[src/rtl/mem_access_unit.sv]
// Load/store sequencer: byte and little-endian halfword accesses to a byte-wide data memory,
// range-checked against the three-bank data space at acceptance.
module mem_access_unit #(
    parameter int unsigned WIDTH   = 16,
    parameter int unsigned RAMSIZE = 4096
) (
    input  logic             clk,
    input  logic             rst_n,
    input  logic             req_valid,
    output logic             req_ready,
    input  logic             req_write,
    input  logic             req_half,
    input  logic [WIDTH-1:0] req_addr,
    input  logic [WIDTH-1:0] req_wdata,
    output logic             resp_valid,
    output logic [WIDTH-1:0] resp_rdata,
    output logic             resp_err,
    output logic             mem_we,
    output logic [WIDTH-1:0] mem_a,
    output logic [WIDTH-1:0] mem_wd,
    input  logic [WIDTH-1:0] mem_rd
);

    localparam logic [2:0] IDLE = 3'd0;
    localparam logic [2:0] ACC0 = 3'd1;
    localparam logic [2:0] ACC1 = 3'd2;
    localparam logic [2:0] FIN  = 3'd3;
    localparam logic [2:0] ERR  = 3'd4;

    localparam logic [WIDTH:0] LIMIT = (WIDTH + 1)'(3 * RAMSIZE);

    logic [2:0]       state_q, state_d;
    logic             write_q, half_q;
    logic [WIDTH-1:0] addr_q;
    logic [15:0]      wdata_q;
    logic [7:0]       lo_q;

    logic [WIDTH:0]   addr_ext, addr_ext_p1;
    logic [WIDTH-1:0] addr_p1;
    logic             range_err;
    logic             accept;
    logic             unused_rd;

    // One extra bit so the top address plus one cannot wrap back into range.
    assign addr_ext    = {1'b0, req_addr};
    assign addr_ext_p1 = addr_ext + (WIDTH + 1)'(1);
    assign range_err   = (addr_ext >= LIMIT) || (req_half && (addr_ext_p1 >= LIMIT));

    assign addr_p1   = addr_q + WIDTH'(1);
    assign accept    = (state_q == IDLE) && req_valid;
    assign unused_rd = ^mem_rd[WIDTH-1:8];

    always_ff @(posedge clk or negedge rst_n) begin
        if (!rst_n) begin
            state_q <= IDLE;
            write_q <= 1'b0;
            half_q  <= 1'b0;
            addr_q  <= '0;
            wdata_q <= '0;
            lo_q    <= '0;
        end else begin
            state_q <= state_d;
            if (accept) begin
                write_q <= req_write;
                half_q  <= req_half;
                addr_q  <= req_addr;
                wdata_q <= req_wdata[15:0];
                lo_q    <= '0;
            end else if (state_q == ACC1 && !write_q) begin
                lo_q <= mem_rd[7:0];
            end
        end
    end

    always_comb begin
        state_d = state_q;
        case (state_q)
            IDLE: begin
                if (req_valid) begin
                    state_d = range_err ? ERR : ACC0;
                end
            end
            ACC0:     state_d = half_q ? ACC1 : FIN;
            ACC1:     state_d = FIN;
            FIN, ERR: state_d = IDLE;
            default:  state_d = IDLE;
        endcase
    end

    always_comb begin
        req_ready  = (state_q == IDLE);
        mem_we     = 1'b0;
        mem_a      = '0;
        mem_wd     = '0;
        resp_valid = 1'b0;
        resp_err   = 1'b0;
        resp_rdata = '0;
        case (state_q)
            ACC0: begin
                mem_a = addr_q;
                if (write_q) begin
                    mem_we      = 1'b1;
                    mem_wd[7:0] = wdata_q[7:0];
                end
            end
            ACC1: begin
                mem_a = addr_p1;
                if (write_q) begin
                    mem_we      = 1'b1;
                    mem_wd[7:0] = wdata_q[15:8];
                end
            end
            FIN: begin
                mem_a      = half_q ? addr_p1 : addr_q;
                resp_valid = 1'b1;
                // The final byte arrives on mem_rd during FIN itself, so it is merged here.
                if (!write_q) begin
                    if (half_q) begin
                        resp_rdata[15:8] = mem_rd[7:0];
                        resp_rdata[7:0]  = lo_q;
                    end else begin
                        resp_rdata[7:0] = mem_rd[7:0];
                    end
                end
            end
            ERR: begin
                resp_valid = 1'b1;
                resp_err   = 1'b1;
            end
            default: ;
        endcase
    end

endmodule

[config.mk]
export PLATFORM = sky130hd
export DESIGN_NAME = mem_access_unit
export DESIGN_NICKNAME = d
export VERILOG_FILES = /design/src/rtl/mem_access_unit.sv
export SDC_FILE = /design/constraint.sdc
export NUM_CORES = 1
export LEC_CHECK = 0
export BUFFER_PORTS_ARGS = -buffer_cell sky130_fd_sc_hd__buf_2
export CAP_MARGIN = 20
export CORE_MARGIN = 3
export CORE_UTILIZATION = 45
export CTS_BUF_LIST = sky130_fd_sc_hd__clkbuf_8
export DETAILED_ROUTE_END_ITERATION = 12
export GPL_TIMING_DRIVEN = 1
export PLACE_DENSITY = 0.87
export SETUP_SLACK_MARGIN = 0.4
export SKIP_CTS_REPAIR_TIMING = 1
export SLEW_MARGIN = 10
export SYNTH_ARGS = -nofsm -noshare
export SYNTH_HDL_FRONTEND = slang
export SYNTH_SLANG_ARGS = --single-unit
export TNS_END_PERCENT = 10
[constraint.sdc]
create_clock -name clk -period 2.3 [get_ports clk]
set_clock_uncertainty 0.2 [all_clocks]
set_input_delay 0.46 -clock clk [delete_from_list [all_inputs] [get_ports clk]]
set_output_delay 0.46 -clock clk [all_outputs]
set_load 0.01 [all_outputs]
* Word-level counts from Yosys, hierarchy flattened *
Index checks and enable logic that the tools add are counted.

word-level totals
  bits in registers = 45
  output and inout bits = 52
  word-level logic and storage cells = 43

operators by class
  $add $sub $neg = 2
  $lt $le $gt $ge = 2
  equality and inequality tests = 5
  mux-type cells = 19
  reduce and logical (&&, ||, !) cells = 9

operators by type and width
  operator                                                                 count
  16-bit 2-to-1 mux                                                        3
  8-bit 2-to-1 mux                                                         6
  16-bit one-hot mux with 3 select lines                                   1
  16-bit by 1-bit adder with 17-bit output, second input constant          1
  17-bit by 14-bit >= comparator with 1-bit output, second input constant  1
  16-bit by 1-bit adder with 16-bit output, second input constant          1
  16-bit by 14-bit >= comparator with 1-bit output, second input constant  1
  8-bit one-hot mux with 2 select lines                                    1
  3-bit one-hot mux with 3 select lines                                    1
  3-bit by 2-bit == test with 1-bit output, second input constant          2
  3-bit 2-to-1 mux                                                         2
  1-bit 2-to-1 mux                                                         5
  2-bit OR reduction                                                       2
  3-bit by 1-bit == test with 1-bit output, second input constant          1
  3-bit == test, second input constant                                     1
  1-bit logical AND                                                        3
  3-bit zero test                                                          1
  2-bit != test, second input constant                                     1
  2-bit nonzero test                                                       1
  1-bit zero test                                                          1
  1-bit logical OR                                                         1

* Depth between registers and ports, before layout *
Gate-level depths: netlist of the first run.

  depth after elaboration = 7
  depth in mapped cells = 6

* Worst setup path after synthesis of the first run *
Ideal clock, no wire load.

  kind = reg2out
  start = reg state_q[0]
  end = out mem_a[15]
  arrival time = 1.748 ns
  required time = 1.640 ns
  setup slack = -0.108 ns
  cell stages (with the launch flop) = 7
  cells stage by stage = dfrtp_1 -> clkbuf_1 -> nor2b_1 -> or2_2 -> clkbuf_1 -> or4_1 -> nand3_1

on the way
  cells in the longest elaborated chain, start to end = 2
  elaborated cells on any way between the ends = 4
  those cells by class = eq/ne (3); mux (1)

ends and longest elaborated chain
  item                                                                                                  line  text
  start, declared                                                                                       32    logic [2:0] state_q, state_d;
  start signal, assigned                                                                                62    state_q <= state_d;
  3-bit by 2-bit == test with 1-bit output or 3-bit by 1-bit == test with 1-bit output (tied branches)  98    case (state_q)
  16-bit one-hot mux with 3 select lines (*)                                                            98
  end, declared                                                                                         19    output logic [WIDTH-1:0] mem_a,

Every way passes the cells marked *; elsewhere a longest branch is shown, timed or not.

* Worst setup path in the final report of the first run *
  start = reg addr_q[5]
  end = out mem_a[15]

on the way
  cells in the longest elaborated chain, start to end = 3

ends and longest elaborated chain
  item                                          line  text
  start, declared                               34    logic [WIDTH-1:0] addr_q;
  start signal, assigned                        66    addr_q <= req_addr;
  16-bit by 1-bit adder with 16-bit output (*)  49    assign addr_p1 = addr_q + WIDTH'(1);
  16-bit 2-to-1 mux                             114   mem_a = half_q ? addr_p1 : addr_q;
  16-bit one-hot mux with 3 select lines (*)    98

Marked as above.

==> results of run 1 <==
-- cell usage in the layout, fill, tap and decap left out, types with 4 or more instances in the layout --
master,instances
dfrtp_1,43
o21ai_0,12
conb_1,8
nand4_1,5
buf_2,83
a22oi_1,8
nand3_1,8
nor2_1,22
clkbuf_8,5
nor3_1,5
and2_1,6
a21oi_1,10
buf_6,9
inv_1,6
nor2b_4,4
nand2_1,30
mux2i_1,8
buf_4,27
mux2_2,34
-- Yosys cell counts (all sizes together) (4+ instances only) --
master   n
dfrtp   45
mux2    34
nand2   33
nor2    25
o21ai   15
buf     12
clkbuf  12
nand3   12
and2    11
a21oi   10
a22oi    8
mux2i    8
inv      5
nand4    5
nor2b    5
nor3     5
or3      5
or4      4
-- how the worst min path moves through the flow --
stage	startpoint	endpoint	slack, ps	cells after the start
after detailed placement	rst_n	wdata_q[12]$_DFFE_PN0P_	300	1
after CTS	rst_n	wdata_q[12]$_DFFE_PN0P_	-30	1
after global routing	req_wdata[0]	wdata_q[0]$_DFFE_PN0P_	170	2
after floorplan	rst_n	addr_q[0]$_DFFE_PN0P_	-40	0
final	req_wdata[8]	wdata_q[8]$_DFFE_PN0P_	190	2
after global placement	rst_n	wdata_q[12]$_DFFE_PN0P_	290	1
-- registers in the layout, summed over array words and instances (netlist names) --
register	count
write_q	1
lo_q	8
addr_q	16
wdata_q	16
half_q	1
state_q	3
-- logic make-up (layout without fill, tap and decap cells) --
kind of cell,after synthesis,count (layout),synth area share
DFF,45,45,0.418
muxes,42,42,0.172
other,1,8,0.00139
buffers and inverters,29,133,0.0613
AOI/OAI and AO/OA,51,51,0.122
and+or+nand+nor,117,117,0.221
adders and majority gates,1,1,0.00464
-- power by group through the flow --
stage,clock network (mW),registers (mW),logic [mW]
after floorplan,0,1.47,1.70
after global placement,0,1.46,2.47
after detailed placement,0,1.49,2.55
after CTS,0.488,1.48,2.55
after global routing,0.527,1.55,3.00
final,0.475,1.50,2.74
-- area by class of cell --
class | instances | area (um2) | share of cell area
clock buffers | 5 | 68.8 | 0.0189
clock inverters | 3 | 18.8 | 0.00515
inverters | 5 | 18.8 | 0.00515
multi-input cells | 219 | 1590 | 0.436
flip-flops and latches | 45 | 1130 | 0.310
well taps | 72 | 90.1 | 0.0247
repair buffers | 120 | 729 | 0.200
-- through the flow --
stage                util  area (um2)  hold WS, ps
floorplan               -        2820        -35.6
global placement    0.604        3410          290
detailed placement  0.604        3410          295
CTS                 0.620        3500        -31.3
global route        0.646        3640          174
finish              0.646        3640          189
-- critical path, cell delays in order (launching register included) --
cell	delay, ps
dfrtp_1	420
nand3_4	100
or4_4	540
or4_4	440
nand3_4	70
buf_6	100
-- metal layers --
| metal | GRT usage | vias up | wire (um) |
|---|---|---|---|
| met5 | 0 | - | 0 |
| met4 | 0.0535 | 0 | 134 |
| met3 | 0.0516 | 10 | 534 |
| met2 | 0.348 | 105 | 3700 |
| met1 | 0.248 | 1217 | 2830 |
| li1 | - | 1221 | - |
==> results.toml, run 1 <==
[timing]
fin_crit_sh = 1.15
finalSetupViolations = 12
rsz0062_at_grt = "yes"
hold_violations = 0
slew_viol_final = 0
fin_tns_setup_ps = -2010
tightestPinTransition_ps = 604
layout_setup_ws_ps = -334
min_period_ps = 2630
fmax_ghz = 0.380
max_slew_margin = 0.597

[synthesis]
syn-instance-count = 286
synth-edff-count = 0
async_reset_ff_frac = 1.00
yosysUniqueCellTypes = 47
synthTopCellsByArea = "dfrtp_1 (42%), mux2_2 (14%), nand2_1 (4.6%)"
netlist_area_um2 = 2700
synth_top_area_cell = "dfrtp_1"
yosysSeqAreaShare = 0.418
synthFlopType = "dfrtp_1"
ys_seq_elements = 45
synth_area_per_cell_um2 = 9.42
yosysWarnings = 0
synth_top_area_share = 0.418

[clocking]
cts_tree = "built"
clockBufferDepth = 2
clk_pin_slew_ps = 90
clock_latency_ps = 290
cts-root-buf = "clkbuf_8"
cts_buffers = 5
cts_sinks = 45
cts_max_level = 2

[power]
power_density_nw_per_um2 = 1290
peakVddDrop_uv = 597
seq_power_share = 0.318
combPwrFrac = 0.582
swShare = 0.414
p_total_mw = 4.72
p_leak_nw = 1.77
p_sw_mw = 1.95
power_frac_clock = 0.101
p_int_mw = 2.76

[critical_path]
critPathKind = "reg -> out"
critical_path.endpoint = "mem_a[15]"
cp.arrival_ps = 1970
startpoint = "addr_q[5]$_DFFE_PN0P_"
worstSetupStartpointType = "flip-flop"
crit_fanout = 4
r2r_setup_slack_ps = 460
r2r_cells = 5
r2r-end = "addr_q[10]$_DFFE_PN0P_"
r2r-start = "state_q[1]$_DFFE_PN0P_"
endpoint_kind = "output port"
cp.required_ps = 1640

[finish]
final_cell_count_no_fill = 469
fin_nets = 450
fill_cells = 490
drive_gt1_frac = 0.489
diodes = 0
syn2layout_area_growth_pct = 35.2

[placed_design]
gp_congestion = 0.873
placed_cells = 459
port-buffer-count = 88
place_ws_ps = -52.0
dp_hpwl_mm = 5.35

[drt]
drt_wl_total_mm = 7.20
firstDrtPassIters = 4
wire_per_inst_um = 15.3
ant_nets = 0
first_iter_violations = 158
drc = 0
routed_via_density = 5.44
vias = 2553

[global_route]
antenna_found_initial = 0
grt_pass1_vias = 2449
grt_pass1_wl_mm = 11.6
grt_usage = 0.201
grt-ovfl-total = 0
grt_max_degree = 32

[floorplanning]
ios = 105
core_um2 = 5640
fp.dieArea_um2 = 6950
die_h_um = 83.4
start_util = 0.478
die_w_um = 83.4
row_count = 27

[worst_hold_path]
holdCritPathClass = "in -> reg"

[flow_run]
drv_cap = 0

[status]
violations = "setup timing"
status = "complete, but fails checks"
Note: power is estimated with default switching activity, not from simulation.
==> run 2: changes to the inputs <==
--- a/config.mk
+++ b/config.mk
@@ -12,8 +12,8 @@
 export CTS_BUF_LIST = sky130_fd_sc_hd__clkbuf_8
 export DETAILED_ROUTE_END_ITERATION = 12
 export GPL_TIMING_DRIVEN = 1
-export PLACE_DENSITY = 0.87
-export SETUP_SLACK_MARGIN = 0.4
+export PLACE_DENSITY = 0.78
+export SETUP_SLACK_MARGIN = 0.1
 export SKIP_CTS_REPAIR_TIMING = 1
 export SLEW_MARGIN = 10
 export SYNTH_ARGS = -nofsm -noshare
==> results.toml, run 2 (same netlist as run 1, synthesis figures left out) <==
[timing]
finalSetupViolations = 27
fin_crit_sh = 1.15
hold_violations = 27
slew_viol_final = 0
fin_hold_ws_ps = -21.2
layout_setup_ws_ps = -353
max_slew_margin = 0.563
tightestPinTransition_ps = 655
min_period_ps = 2650
fmax_ghz = 0.377
rsz0062_at_grt = "yes"

[clocking]
clock_latency_ps = 300
cts_sinks = 45
clk_pin_slew_ps = 80
cts_tree = "built"
cts_max_level = 2
clockBufferDepth = 2
cts_buffers = 5
cts-root-buf = "clkbuf_8"

[flow_run]
drv_cap = 0

[floorplanning]
row_count = 27
ios = 105
die_w_um = 83.4
start_util = 0.478
fp.dieArea_um2 = 6950
die_h_um = 83.4
core_um2 = 5640

[finish]
diodes = 0
drive_gt1_frac = 0.524
fill_cells = 464
final_cell_mix = "buf_2 (83), dfrtp_1 (41), buf_4 (38)"
syn2layout_area_growth_pct = 39.6
multi_input_area_um2 = 1590
final_common_cell = "buf_2"
largest_registers = "addr_q x16, wdata_q x16, lo_q x8"
fin_nets = 463
seqCellArea_um2 = 1130
final_area_um2 = 3760

[power]
power_density_nw_per_um2 = 1310
peakVddDrop_uv = 662
p_leak_nw = 1.83

[drt]
ant_nets = 0
vias = 2617
drc = 0
first_iter_violations = 119
routed_via_density = 5.43
drt_wl_total_mm = 7.38
wire_per_inst_um = 15.3
firstDrtPassIters = 4

[placed_design]
port-buffer-count = 88
placed_area_um2 = 3430
gp_congestion = 0.878
dp_hpwl_mm = 5.41

[critical_path]
endpoint_kind = "output port"
worstSetupStartpointType = "flip-flop"
crit_path_cell_trace = "nand3_4 -> or4_4 -> or4_4 -> nand3_4 -> buf_6"
r2r_cells = 6
cp.arrival_ps = 1990
critPathSlowestCell = "or4_4"
critPathKind = "reg -> out"
cp.required_ps = 1640
crit_fanout = 4
critical-path-max-stage-delay_ps = 580

[global_route]
grt_pass1_vias = 2482
grt_usage = 0.197
busiest_layer = "met2"
grt_pass1_wl_mm = 11.4
grt-ovfl-total = 0
antenna_found_initial = 0
grt.met2_usage = 0.342
grt_use_met1 = 0.249
use_met3 = 0.0437
grt_max_degree = 30

[status]
status = "complete, but fails checks"
violations = "hold timing, setup timing"

[worst_hold_path]
holdCritPathClass = "in -> async"
## run 2: changes by cell type in the layout (fill, tap and decap cells not counted), moves of 2 or more
cell	previous run	this run
clkinvlp_4	2	0
nor4_4	2	0
nor4_2	0	2
buf_6	9	11
buf_4	27	38
dfrtp_2	2	4
inv_1	6	4
dfrtp_1	43	41
## run 2: path summary, 6_finish.rpt
| kind | slack (ps) | from | end |
|---|---|---|---|
| setup / recovery | -350 | addr_q[5]$_DFFE_PN0P_ | mem_a[15] |
| hold / removal | -20 | rst_n | wdata_q[12]$_DFFE_PN0P_ |
| setup reg to reg | 320 | state_q[1]$_DFFE_PN0P_ | addr_q[9]$_DFFE_PN0P_ |
| hold reg to reg | 310 | wdata_q[1]$_DFFE_PN0P_ | wdata_q[1]$_DFFE_PN0P_ |
| max in group asynchronous | 1330 | rst_n | addr_q[13]$_DFFE_PN0P_ |
| min in group clk | 180 | req_wdata[10] | wdata_q[10]$_DFFE_PN0P_ |
## run 2: power breakdown
part	internal [mW]	switching (mW)	total (mW)
clock network	0.244	0.269	0.513
registers	1.20	0.297	1.49
logic	1.51	1.43	2.94
## run 2: final cells by class
| cell class | count | area share |
|---|---|---|
| inverter | 5 | 0.00499 |
| clock buffer | 6 | 0.0220 |
| timing repair buffer | 133 | 0.223 |
| sequential | 45 | 0.301 |
| tap | 72 | 0.0240 |
| multi-input combinational | 219 | 0.421 |
| clock inverter | 2 | 0.00366 |
## run 2: metrics by stage
stage / power [mW] / utilization / setup slack (ps) / setup TNS, ps / cells
after floorplan: 3.16 / - / 35.2 / 0 / 293
after global placement: 3.99 / 0.608 / -53.9 / -106 / 462
after detailed placement: 4.09 / 0.608 / -93.5 / -198 / 462
after CTS: 4.61 / 0.625 / -425 / -7400 / 470
after global routing: 5.29 / 0.667 / -426 / -5550 / 482
final: 4.94 / 0.667 / -353 / -2290 / 482
## run 2: metal layers
metal | wire length [um] | part of all wire
met3 | 538 | 0.073
met2 | 3770 | 0.51
met1 | 3000 | 0.41
met4 | 77 | 0.010
met5 | 0 | 0
## run 2: worst max-delay path: cells and delay by family (launching register included)
kind / cells / cell delay, ps
buf+inv: 1 / 100
flops: 1 / 400
simple gates: 4 / 1210
==> run 3: changes to the inputs <==
--- a/config.mk
+++ b/config.mk
@@ -7,12 +7,14 @@
 export LEC_CHECK = 0
 export BUFFER_PORTS_ARGS = -buffer_cell sky130_fd_sc_hd__buf_2
 export CAP_MARGIN = 20
+export CELL_PAD_IN_SITES_DETAIL_PLACEMENT = 1
+export CELL_PAD_IN_SITES_GLOBAL_PLACEMENT = 1
 export CORE_MARGIN = 3
-export CORE_UTILIZATION = 45
+export CORE_UTILIZATION = 33
 export CTS_BUF_LIST = sky130_fd_sc_hd__clkbuf_8
 export DETAILED_ROUTE_END_ITERATION = 12
 export GPL_TIMING_DRIVEN = 1
-export PLACE_DENSITY = 0.78
+export PLACE_DENSITY_LB_ADDON = 0.25
 export SETUP_SLACK_MARGIN = 0.1
 export SKIP_CTS_REPAIR_TIMING = 1
 export SLEW_MARGIN = 10
==> results.toml, run 3 (same netlist as run 1, synthesis figures left out) <==
[finish]
syn2layout_area_growth_pct = 40.1
fin_nets = 456
final_cell_mix = "buf_2 (85), dfrtp_1 (41), mux2_2 (34)"
drive_gt1_frac = 0.506
diodes = 0
final_core_util = 0.483
final_common_cell = "buf_2"
final_area_um2 = 3770
fill_cells = 915
largest_registers = "addr_q x16, wdata_q x16, lo_q x8"

[status]
status = "complete, but fails checks"
violations = "setup timing"

[drt]
drc = 0
vias = 2601
firstDrtPassIters = 4
drt_wl_total_mm = 8.25
ant_nets = 0
wire_per_inst_um = 16.3
routed_via_density = 5.15
first_iter_violations = 102

[timing]
finalSetupViolations = 25
fin_hold_ws_ps = 183
rsz0062_at_grt = "yes"
fin_tns_setup_ps = -2920
slew_viol_final = 0
min_period_ps = 2660
fin_crit_sh = 1.16
fmax_ghz = 0.376
layout_setup_ws_ps = -362
hold_violations = 0

[critical_path]
critical_path.endpoint = "mem_a[15]"
cp.arrival_ps = 2000
r2r-end = "addr_q[3]$_DFFE_PN0P_"
startpoint = "addr_q[0]$_DFFE_PN0P_"
cp.required_ps = 1640
r2r_setup_slack_ps = 430
critPathSlowestCell = "or4_4"
critPathKind = "reg -> out"
worstSetupStartpointType = "flip-flop"
r2r_cells = 5
crit_fanout = 4
critical-path-max-stage-delay_ps = 550
endpoint_kind = "output port"
crit_path_cell_trace = "nand3_2 -> or4_4 -> or4_4 -> nand3_4 -> buf_6"
r2r-start = "state_q[1]$_DFFE_PN0P_"
cp_common_cell = "or4_4"

[clocking]
cts-root-buf = "clkbuf_8"
cts_sinks = 45
clk_pin_slew_ps = 100
clock_latency_ps = 300
cts_tree = "built"
cts_max_level = 2
cts_buffers = 5
clockBufferDepth = 2

[power]
power_density_nw_per_um2 = 1330
peakVddDrop_uv = 509
p_leak_nw = 1.80
p_total_mw = 5.03

[floorplanning]
die_w_um = 96.4
ios = 105
fp.dieArea_um2 = 9290
die_h_um = 96.4
row_count = 32
start_util = 0.345
core_um2 = 7810

[placed_design]
gp_congestion = 0.901
placed_area_um2 = 3500
port-buffer-count = 88
dp_hpwl_mm = 6.37

[global_route]
grt-ovfl-total = 0
grt_max_degree = 28
grt_pass1_vias = 2675
antenna_found_initial = 0
grt_pass1_wl_mm = 13.0
grt_usage = 0.179

[flow_run]
drv_cap = 0

[worst_hold_path]
holdCritPathClass = "in -> reg"
==> run 3: stage by stage <==
step,std cells,worst slack [ps]
floorplan,293,35.2
global placement,495,-82.2
detailed placement,495,-103
CTS,503,-453
global route,505,-424
finish,505,-362
==> run 3: worst min path at each step <==
stage	from	end	slack, ps	depth (start not counted)
4_1_cts	rst_n	addr_q[1]$_DFFE_PN0P_	-100	1
2_1_floorplan	rst_n	addr_q[0]$_DFFE_PN0P_	-40	0
5_1_grt	req_wdata[0]	wdata_q[0]$_DFFE_PN0P_	170	2
6_report	req_wdata[15]	wdata_q[15]$_DFFE_PN0P_	180	2
3_3_place_gp	rst_n	addr_q[1]$_DFFE_PN0P_	230	1
3_5_place_dp	rst_n	addr_q[1]$_DFFE_PN0P_	240	1
==> run 3: final cells by class <==
class / count / area [um2] / share of cell area
well taps: 102 / 128 / 0.0338
repair buffers: 126 / 793 / 0.210
clock buffers: 6 / 82.6 / 0.0219
flip-flops and latches: 45 / 1130 / 0.300
multi-input cells: 219 / 1580 / 0.420
inverters: 5 / 18.8 / 0.00497
clock inverters: 2 / 37.5 / 0.00994
==> run 3: critical path, delay by kind of cell (launching register included) <==
family / cells / cell delay (ps)
buf+inv: 1 / 100
flops: 1 / 430
simple gates: 4 / 1170
==> run 3: routing by layer <==
metal / up-vias / part of all wire / global-route usage
li1: 1233 / - / -
met1: 1285 / 0.41 / 0.222
met3: 8 / 0.049 / 0.0271
met2: 75 / 0.53 / 0.320
met4: 0 / 0.011 / 0.0537
met5: - / 0 / 0
==> run 3: report_power, final <==
part	internal (mW)	switching, mW	total, mW
logic	1.44	1.45	2.89
registers	1.20	0.299	1.50
clock network	0.353	0.281	0.634
